===== src/rtl/count_pkg.sv =====
// Shared types for the count sequencer: FSM state encoding.
// Pause/HOLD support is enabled by defining COUNT_SEQ_PAUSE_EN.
package count_pkg;

    localparam int ST_W = 2;

    typedef enum logic [ST_W-1:0] {
        IDLE = 2'd0,
        RUN  = 2'd1,
        HOLD = 2'd2,
        DONE = 2'd3
    } state_e;

endpackage


===== src/rtl/count_core.sv =====
// WIDTH-bit up counter datapath: clear beats hold, hold beats enable.
// Async active-high reset.
module count_core #(
    parameter int WIDTH = 4
) (
    input  logic             clk,
    input  logic             rst,
    input  logic             clear,
    input  logic             en,
    input  logic             hold,
    output logic [WIDTH-1:0] q
);

    logic [WIDTH-1:0] q_q, q_d;

    always_comb begin
        q_d = q_q;
        if (clear) begin
            q_d = '0;
        end else if (!hold && en) begin
            q_d = q_q + WIDTH'(1);
        end
    end

    always_ff @(posedge clk or posedge rst) begin
        if (rst) begin
            q_q <= '0;
        end else begin
            q_q <= q_d;
        end
    end

    assign q = q_q;

endmodule


===== src/rtl/count_seq_ctrl.sv =====
// Sequencing FSM around count_core: start/stop, auto-reload, done, wrap count.
// Define COUNT_SEQ_PAUSE_EN to add the pause port and HOLD state.
module count_seq_ctrl
    import count_pkg::*;
#(
    parameter int WIDTH  = 4,
    parameter int WRAP_W = 8
) (
    input  logic              clk,
    input  logic              rst,
    input  logic              start,
    input  logic              stop,
    input  logic              auto_reload,
    input  logic [WIDTH-1:0]  limit,
`ifdef COUNT_SEQ_PAUSE_EN
    input  logic              pause,
`endif
    output logic [WIDTH-1:0]  out,
    output logic              busy,
    output logic              done,
    output logic [WRAP_W-1:0] wrap_cnt
);

    state_e              state_q, state_d;
    logic [WIDTH-1:0]    limit_q, limit_d;
    logic                reload_q, reload_d;
    logic                done_q, done_d;
    logic                busy_q, busy_d;
    logic [WRAP_W-1:0]   wrap_q, wrap_d;
    logic                clr, en, at_lim;

    assign at_lim = (out == limit_q);

    always_comb begin
        state_d  = state_q;
        limit_d  = limit_q;
        reload_d = reload_q;
        done_d   = 1'b0;
        wrap_d   = wrap_q;
        clr      = 1'b0;
        en       = 1'b0;
        unique case (state_q)
            IDLE, DONE: begin
                if (start) begin
                    limit_d  = limit;
                    reload_d = auto_reload;
                    wrap_d   = '0;
                    clr      = 1'b1;
                    if (limit == '0) begin
                        state_d = DONE;
                        done_d  = 1'b1;
                    end else begin
                        state_d = RUN;
                    end
                end else begin
                    state_d = IDLE;
                end
            end
            RUN: begin
                if (stop) begin
                    state_d = IDLE;
`ifdef COUNT_SEQ_PAUSE_EN
                end else if (pause) begin
                    state_d = HOLD;
`endif
                end else if (at_lim) begin
                    done_d = 1'b1;
                    if (reload_q) begin
                        clr    = 1'b1;
                        wrap_d = (&wrap_q) ? wrap_q : wrap_q + WRAP_W'(1);
                    end else begin
                        state_d = DONE;
                    end
                end else begin
                    en = 1'b1;
                end
            end
`ifdef COUNT_SEQ_PAUSE_EN
            HOLD: begin
                if (stop) begin
                    state_d = IDLE;
                end else if (!pause) begin
                    state_d = RUN;
                end
            end
`endif
            default: state_d = IDLE;
        endcase
        busy_d = (state_d == RUN) || (state_d == HOLD);
    end

    always_ff @(posedge clk or posedge rst) begin
        if (rst) begin
            state_q  <= IDLE;
            limit_q  <= '0;
            reload_q <= 1'b0;
            done_q   <= 1'b0;
            busy_q   <= 1'b0;
            wrap_q   <= '0;
        end else begin
            state_q  <= state_d;
            limit_q  <= limit_d;
            reload_q <= reload_d;
            done_q   <= done_d;
            busy_q   <= busy_d;
            wrap_q   <= wrap_d;
        end
    end

    // Stop freezes the count even if it coincides with the terminal value.
    count_core #(
        .WIDTH(WIDTH)
    ) u_core (
        .clk  (clk),
        .rst  (rst),
        .clear(clr),
        .en   (en),
        .hold (stop),
        .q    (out)
    );

    assign busy     = busy_q;
    assign done     = done_q;
    assign wrap_cnt = wrap_q;

endmodule


===== config.mk =====
export PLATFORM = sky130hd
export DESIGN_NAME = count_seq_ctrl
export DESIGN_NICKNAME = d
export VERILOG_FILES = /design/src/rtl/count_pkg.sv /design/src/rtl/count_core.sv /design/src/rtl/count_seq_ctrl.sv
export SDC_FILE = /design/constraint.sdc
export NUM_CORES = 1
export LEC_CHECK = 0
export BUFFER_PORTS_ARGS = -buffer_cell sky130_fd_sc_hd__buf_2
export CORE_ASPECT_RATIO = 1.25
export CORE_MARGIN = 2
export CORE_UTILIZATION = 50
export DETAILED_ROUTE_END_ITERATION = 10
export PLACE_DENSITY = 0.74
export SYNTH_ARGS = -nofsm -noshare
export SYNTH_HDL_FRONTEND = slang
export SYNTH_SLANG_ARGS = --single-unit

===== constraint.sdc =====
create_clock -name clk -period 2.45 [get_ports clk]
set_clock_uncertainty 0.2 [all_clocks]
set_input_delay 0.49 -clock clk [delete_from_list [all_inputs] [get_ports clk]]
set_output_delay 0.49 -clock clk [all_outputs]
set_load 0.1 [all_outputs]

==> Word-level counts from Yosys, hierarchy flattened <==
Cells that the tools add are included.
{ "word_totals": {"regBits": 21, "latch_bits": 0, "mem_bits_rw": 0, "romBits": 0, "inputBits": 9, "out_inout_bits": 14, "elab_cells": 57, "memories": 0} }
{ "classes": {"n_addsub": 2, "mul": 0, "n_div": 0, "n_lt_le_gt_ge": 0, "eq_ne": 10, "n_shift": 0, "muxes": 27, "n_bitwise": 0, "n_reduce_logical": 11} }
{ "op_table": {"columns": ["cell", "count"], "rows": [
  ["8-bit 2-to-1 mux", 5],
  ["8-bit case mux with 2 select lines", 1],
  ["1-bit 2-to-1 mux", 11],
  ["2-bit 2-to-1 mux", 5],
  ["2-bit != test, second input constant", 5],
  ["8-bit by 1-bit adder with 8-bit output, second input constant", 1],
  ["4-bit 2-to-1 mux", 2],
  ["8-bit AND reduction", 1],
  ["6-bit AND reduction", 1],
  ["4-bit by 1-bit adder with 4-bit output, second input constant", 1],
  ["2-bit by 1-bit == test with 1-bit output, second input constant", 2],
  ["2-bit == test, second input constant", 2],
  ["4-bit == test", 1],
  ["4-bit zero test", 1],
  ["1-bit case mux with 2 select lines", 2],
  ["2-bit case mux with 2 select lines", 1],
  ["2-bit nonzero test", 2],
  ["2-bit zero test", 1],
  ["2-bit AND reduction", 1],
  ["2-bit OR reduction", 1],
  ["1-bit logical AND", 1],
  ["1-bit zero test", 1],
  ["1-bit logical OR", 1]
]} }

==> Longest topological paths before layout <==
Gate-level depths: netlist of run 1.
{ "depth": {"ltp_word": 7, "depth_mapped": 8, "depth_no_buf": 7} }

==> By module <==
A second synthesis of run 1 with hierarchy kept.
{ "unflattened": {"cells_unflattened": 119, "hier_area_um2": 1231.2} }
{ "by_module_without_submodules": {"columns": ["mod", "n_inst", "cells_each", "area_per_inst_um2", "seq_area_each_um2"], "rows": [
  ["count_seq_ctrl", 1, 101, 1033.5, 425.4],
  ["count_core", 1, 18, 197.7, 100.1]
]} }

==> Least setup slack after synthesis of run 1 <==
OpenSTA, ideal clock, no wires.
{ "synth_path": {"path_kind": "flip-flop to flip-flop", "start": "register wrap_q[1] (netlist: wrap_cnt[1])", "end": "register wrap_q[6] (netlist: wrap_cnt[6])", "setup_time_ps": 175, "arrival_time_ps": 2210, "t_required_ps": 2075, "slack_ps": -135, "path_stages_with_launch": 7, "n_path_buf": 0, "period_less_slack_ps": 2585, "path_cell_list": "dfrtp_1 ha_1 and3_1 nand3_1 o2111a_2 a41oi_1 a31oi_1"} }
{ "synth_via": {"elab_chain_len": 6, "elab_cells_between_ends": 9, "classes_between": "1 x add/sub; 1 x eq/ne; 5 x mux; 2 x reduce/logical"} }
{ "synth_lines": {"columns": ["element", "line_no", "text"], "rows": [
  ["from (decl)", "count_seq_ctrl.sv:29", "logic [WRAP_W-1:0] wrap_q, wrap_d;"],
  ["from (signal assigned)", "count_seq_ctrl.sv:106", "wrap_q <= wrap_d;"],
  ["8-bit by 1-bit adder with 8-bit output", "count_seq_ctrl.sv:70", "wrap_d = (&wrap_q) ? wrap_q : wrap_q + WRAP_W'(1);"],
  ["8-bit 2-to-1 mux", "count_seq_ctrl.sv:70", null],
  ["8-bit 2-to-1 mux", "count_seq_ctrl.sv:68", "if (reload_q) begin"],
  ["8-bit 2-to-1 mux", "count_seq_ctrl.sv:66", "end else if (at_lim) begin"],
  ["8-bit 2-to-1 mux", "count_seq_ctrl.sv:60", "if (stop) begin"],
  ["8-bit case mux with 2 select lines", "count_seq_ctrl.sv:42", "unique case (state_q)"]
]} }
Parallel ways exist; a longest one is shown, timed or not. The select of a mux whose other input is x is not followed.
A chain may end at the register's enable or synchronous reset.

==> Final worst setup path of run 1 <==
{ "layout_path": {"start": "register state_q[1]", "end": "register wrap_q[1] (netlist: wrap_cnt[1])"} }
{ "layout_via": {"elab_chain_len": 4, "elab_cells_between_ends": 12, "classes_between": "7 x eq/ne; 1 x mux; 4 x reduce/logical"} }
{ "layout_lines": {"columns": ["element", "line_no", "text"], "rows": [
  ["from (decl)", "count_seq_ctrl.sv:24", "state_e state_q, state_d;"],
  ["from (signal assigned)", "count_seq_ctrl.sv:101", "state_q <= state_d;"],
  ["2-bit == test / 2-bit zero test (equally long branches)", "count_seq_ctrl.sv:42", null],
  ["2-bit OR reduction", "count_seq_ctrl.sv:42", null],
  ["2-bit != test (no source line) / 2-bit nonzero test (equally long branches)", null, null],
  ["6-bit AND reduction (no source line)", null, null]
]} }
Parallel ways exist; a longest one is shown, timed or not.

==> results.py, run 1 <==
metrics = {
    "floorplanning": {
        "dieArea_sq_um": 2582,
        "core_sq_um": 2027,
        "row_count": 18,
        "ioPinCount": 23,
        "die_w_um": 45.86,
        "die-height_um": 56.32,
        "initial_utilization_pct": 54.01,
    },
    "logic_synthesis": {
        "synthDistinctLibCells": 28,
        "ys_seq_elements": 21,
        "yosysWarnings": 0,
        "syn_inst": 107,
        "ys_seq_area_share_pct": 48.00,
        "synth_nets": 120,
        "syn_avg_cell_area_sq_um": 10.23,
        "synth_area_sq_um": 1095,
    },
    "cells_and_area": {
        "design_area_sq_um": 1266,
        "diodes": 0,
        "multi_input_area_sq_um": 546.8,
        "fin_util_pct": 62.47,
        "drive_above_1_share_pct": 28.57,
        "area.sequential_sq_um": 531.8,
        "nets": 147,
        "synthToLayoutAreaGrowth_pct": 15.66,
        "nFillCells": 187,
    },
    "timing": {
        "setup_ws_ps": 219.7,
        "timing.setup.tns_ps": 0,
        "period_needed_ps": 2230,
        "finalHoldViolations": 0,
        "timing.fmax_mhz": 448.4,
        "worst_pin_slew_ps": 768.8,
        "setup_viol": 0,
        "maxSlewHeadroom_pct": 48.69,
        "rsz0062_at_grt": "false",
        "drv_slew": 0,
        "finalCritPeriodShare_pct": 91.03,
    },
    "routing": {
        "drt-initial-drc-count": 20,
        "avgViaCountPerCell": 6.000,
        "drc": 0,
        "dr_total_vias": 918,
        "drt-wirelength-per-cell_um": 14.22,
        "dr.pass1.iters": 4,
        "ant_nets": 0,
        "routed_wl_um": 2176,
    },
    "global_route": {
        "met1_usage_pct": 22.61,
        "grt_pass1_vias": 886,
        "grt_pass1_wl_um": 3629,
        "grt_overflow": 0,
        "grt_antenna_before_repair": 0,
        "grt_max_degree": 22,
        "busiest_layer": "met2",
        "grt_usage_pct": 18.71,
        "use_met3_pct": 2.894,
        "met2_usage_pct": 30.75,
    },
    "setup_path": {
        "max_stage_delay_ps": 410,
        "crit_path_frequent_cell": "mux2i_1",
        "path_cells": "inv_1 -> ha_1 -> mux2i_1 -> nor3b_1 -> o21a_1 -> o2bb2ai_1 -> mux2i_1",
        "worstReg2RegStart": "state_q[1]",
        "r2r_cells": 7,
        "arrival_ps": 2240,
        "cp_max_fo": 12,
        "endpoint_kind": "flop",
        "critPathSlowestCell": "dfrtp_1",
        "start_kind": "flop",
        "r2r_setup_slack_ps": 220,
        "worstSetupPathType": "flop to flop",
        "r2r_end": "wrap_cnt[1]",
        "worstPathRequired_ps": 2460,
    },
    "power": {
        "cellLeakagePower_nw": 0.6042,
        "p_per_area_nw_per_um2": 942.2,
        "p_total_mw": 1.193,
        "irDropWorstVdd_v": 0.0004359,
    },
    "clock_network": {
        "numCtsBuffers": 3,
        "root_buffer": "clkbuf_4",
        "clkSinkCount": 21,
        "cts-resized-gates": 0,
        "clk_pin_slew_worst_paths_ps": 110,
        "post_cts_buffers": 0,
        "clk_latency_ps": 280,
        "ctsHoldBuffers": 0,
        "htreeDepth": 1,
        "cts_tree": "built",
        "clk_path_buf_depth": 2,
    },
    "hold_path": {
        "hold_path_class": "input port to asynchronous set/reset pin",
    },
    "placed_design": {
        "port_buffers": 22,
        "place_ws_ps": 241.4,
        "place_congestion": 0.7698,
        "dpl-instance-area_sq_um": 1240,
        "dp_hpwl_um": 1696,
    },
    "flow_run": {
        "maxCapViolations": 0,
    },
    "run_status": {
        "status": "finished, final reports clean",
    },
}
## logic make-up (layout without fill, tap and decap cells)
group	Yosys count	after routing	share of synthesized area, %
and+or+nand+nor	36	36	17.03
AOI/OAI and AO/OA	25	25	14.97
DFF	21	21	48.00
xor gates and xnor gates	8	8	6.399
muxes	7	7	6.971
buffers and inverters	6	32	2.057
adders and majority gates	4	4	4.572
## layout make-up
type | count | area share (%)
Timing Repair Buffer | 23 | 9.289
Clock buffer | 4 | 2.075
Multi-Input combinational cell | 80 | 43.18
Tap cell | 20 | 1.976
Inverter | 5 | 1.482
Sequential cell | 21 | 42.00
## cell usage after synthesis (all sizes together)
library cell	number	share of area, %
nor3	1	0.46
a31oi	6	3.4
o21ai	4	1.8
nor2b	1	0.57
ha	4	4.6
mux2	5	5.1
nand2	9	3.1
nor4	2	2.5
o21a	1	0.69
and3	1	0.57
nor3b	2	1.4
a41oi	3	2.4
a22o	1	0.80
nand3	6	2.7
a21oi	7	3.2
clkbuf	1	0.34
nand2b	3	1.7
nor2	10	3.4
xnor2	4	3.2
and2	1	0.57
dfrtp	21	48
mux2i	2	1.8
a22oi	1	0.69
o2111a	1	1.1
o2bb2ai	1	0.80
inv	5	1.7
xor2	4	3.2
## metal layers
layer	vias up	share of wire, %
met5	-	0
met4	0	2.0
met3	6	3.4
met2	28	54
met1	447	40
li1	437	-
## through the flow
step	hold WS, ps	std cells
finish	122.5	153
global route	186.9	153
CTS	149.9	153
detailed placement	320.8	149
global placement	297.0	149
floorplan	266.2	107
## placed cells by master, fill, tap and decap left out, drive strengths merged
cell type / synthesis / routed
xor2: 4 / 4
a41oi: 3 / 3
dfrtp: 21 / 21
mux2: 5 / 5
clkbuf: 1 / 4
a22oi: 1 / 1
a21oi: 7 / 7
buf: 0 / 23
nand3: 6 / 6
a22o: 1 / 1
xnor2: 4 / 4
a31oi: 6 / 6
mux2i: 2 / 2
nor4: 2 / 2
nand2b: 3 / 3
nor2: 10 / 10
o2bb2ai: 1 / 1
nor3b: 2 / 2
nor3: 1 / 1
and3: 1 / 1
o21a: 1 / 1
nor2b: 1 / 1
and2: 1 / 1
nand2: 9 / 9
o2111a: 1 / 1
inv: 5 / 5
ha: 4 / 4
o21ai: 4 / 4
## how the worst max path moves through the flow
| stage | endpoint | from | cells past startpoint | slack [ps] |
|---|---|---|---|---|
| after global routing | wrap_cnt[1] | state_q[1] | 7 | 30 |
| after detailed placement | wrap_cnt[0] | state_q[1] | 7 | 240 |
| final | wrap_cnt[1] | state_q[1] | 7 | 220 |
| after CTS | wrap_cnt[1] | state_q[1] | 7 | 220 |
| after global placement | wrap_cnt[1] | state_q[1] | 7 | 350 |
| after floorplan | wrap_cnt[6] | u_core.q[2] | 5 | 10 |
## critical path: cells and delay by family (launching register included)
family	cells	cell delay, ps
mux	2	380
simple gates	1	260
compound gates	2	480
fa+ha+maj	1	360
flops	1	410
buf+inv	1	60
## where the power goes
part | switching [mW] | internal, mW
logic | 0.392 | 0.162
clock network | 0.0931 | 0.0631
registers | 0.0629 | 0.420
total | 0.548 | 0.645
## state kept, by name, indices dropped and copies added (netlist names)
name	flops
busy	1
done	1
limit_q	4
reload_q	1
state_q	2
u_core.q	4
wrap_cnt	8
(Power assumes the default switching activity.)
==> run 2, diff against run 1 <==
--- a/constraint.sdc
+++ b/constraint.sdc
@@ -3,3 +3,3 @@
 set_input_delay 0.49 -clock clk [delete_from_list [all_inputs] [get_ports clk]]
 set_output_delay 0.49 -clock clk [all_outputs]
-set_load 0.1 [all_outputs]
+set_load 0.05 [all_outputs]
==> results.py, run 2 (synthesis gave the netlist of run 1 again) <==
metrics = {
    "clock_network": {
        "clk_latency_ps": 300,
        "ctsHoldBuffers": 0,
        "numCtsBuffers": 3,
        "post_cts_buffers": 0,
        "htreeDepth": 1,
        "clk_pin_slew_worst_paths_ps": 120,
        "clkSinkCount": 21,
        "cts_tree": "built",
        "root_buffer": "clkbuf_4",
        "cts-resized-gates": 0,
        "clk_path_buf_depth": 2,
    },
    "routing": {
        "route.top_layer_used": "met4",
        "met2WireLength_um": 1236,
        "drt-initial-drc-count": 25,
        "drt-wirelength-per-cell_um": 15.20,
        "avgViaCountPerCell": 5.967,
        "routed_wl_um": 2325,
        "ant_nets": 0,
        "dr.pass1.iters": 4,
        "drt-met1-wl_um": 927,
        "drc": 0,
        "dr_total_vias": 913,
        "wl_met3_um": 104,
    },
    "placed_design": {
        "port_buffers": 22,
        "place_ws_ps": 237.6,
        "dp_hpwl_um": 1756,
        "place_congestion": 0.7355,
        "dpl-instance-area_sq_um": 1234,
    },
    "global_route": {
        "grt_pass1_vias": 882,
        "grt_overflow": 0,
        "grt_usage_pct": 20.61,
        "grt_max_degree": 22,
        "grt_antenna_before_repair": 0,
        "grt_pass1_wl_um": 3905,
    },
    "cells_and_area": {
        "area.sequential_sq_um": 525.5,
        "design_area_sq_um": 1260,
        "drive_above_1_share_pct": 24.81,
        "diodes": 0,
        "synthToLayoutAreaGrowth_pct": 15.09,
        "largest_register_ffs": 8,
        "final_cell_mix": "buf_2 (22), dfrtp_1 (21), nor2_1 (10), nand2_1 (9), a21oi_1 (7)",
        "multi_input_area_sq_um": 546.8,
        "nFillCells": 168,
        "final_common_cell": "buf_2",
        "nets": 147,
    },
    "run_status": {
        "status": "finished, final reports clean",
    },
    "timing": {
        "rsz0062_at_grt": "false",
        "setup_viol": 0,
        "setup_ws_ps": 224.8,
        "finalHoldViolations": 0,
        "whs_ps": 119.0,
        "worst_pin_slew_ps": 808.2,
        "maxSlewHeadroom_pct": 46.06,
        "drv_slew": 0,
        "finalCritPeriodShare_pct": 90.82,
        "period_needed_ps": 2225,
        "timing.fmax_mhz": 449.4,
        "timing.setup.tns_ps": 0,
    },
    "setup_path": {
        "worst-path-buf-inv": 1,
        "worstSetupPathType": "flop to flop",
        "cp-startpoint": "state_q[1]",
        "worstPathRequired_ps": 2410,
        "max_stage_delay_ps": 410,
        "path_cells": "inv_1 -> ha_1 -> mux2i_1 -> nor3b_1 -> o21a_1 -> o2bb2ai_1 -> a31oi_1",
        "arrival_ps": 2180,
        "endpoint_kind": "flop",
        "start_kind": "flop",
        "worstReg2RegStart": "state_q[1]",
        "cp_max_fo": 12,
        "critPathSlowestCell": "dfrtp_1",
        "critPathTopFamily": "compound AO/OA/AOI/OAI gates",
    },
    "power": {
        "p_per_area_nw_per_um2": 876.1,
        "irDropWorstVdd_v": 0.0005789,
        "p_total_mw": 1.104,
        "cellLeakagePower_nw": 0.6122,
    },
    "floorplanning": {
        "die-height_um": 56.32,
        "die_w_um": 45.86,
        "ioPinCount": 23,
        "dieArea_sq_um": 2582,
        "row_count": 18,
        "core_sq_um": 2027,
        "initial_utilization_pct": 54.01,
    },
    "flow_run": {
        "maxCapViolations": 0,
    },
    "hold_path": {
        "hold_path_class": "input port to asynchronous set/reset pin",
    },
}
==> run 2: worst paths after layout <==
check                      slack, ps          end  depth (start not counted)
setup / recovery                 220  wrap_cnt[6]                          7
hold / removal                   120  wrap_cnt[1]                          2
setup reg to reg                 220  wrap_cnt[6]                          7
hold reg to reg                  330  wrap_cnt[7]                          1
max in group asynchronous       1430   state_q[1]                          2
min in group clk                 220     reload_q                          2
==> run 2: stage by stage <==
step,utilization (%),instances
3_3_place_gp,60.86,149
3_5_place_dp,60.86,149
5_1_grt,62.16,153
4_1_cts,62.16,153
6_report,62.16,153
2_1_floorplan,-,107
==> run 2: routing by layer <==
layer	vias up	GRT usage (%)
met4	0	11.84
met2	28	33.73
met3	8	2.572
met1	439	24.69
met5	-	0
li1	438	-
==> run 2: final cells by class <==
cell class	instances	area share, %
repair buffers	23	9.335
clock buffers	4	2.085
inverters	5	1.490
flip-flops and latches	21	41.71
multi-input cells	80	43.40
well taps	20	1.986
==> run 2: where the power goes <==
part	switching, mW	internal [mW]	total, mW
sequential	0.0605	0.416	0.477
clock	0.104	0.0635	0.167
combinational	0.298	0.162	0.460
total	0.462	0.642	1.10
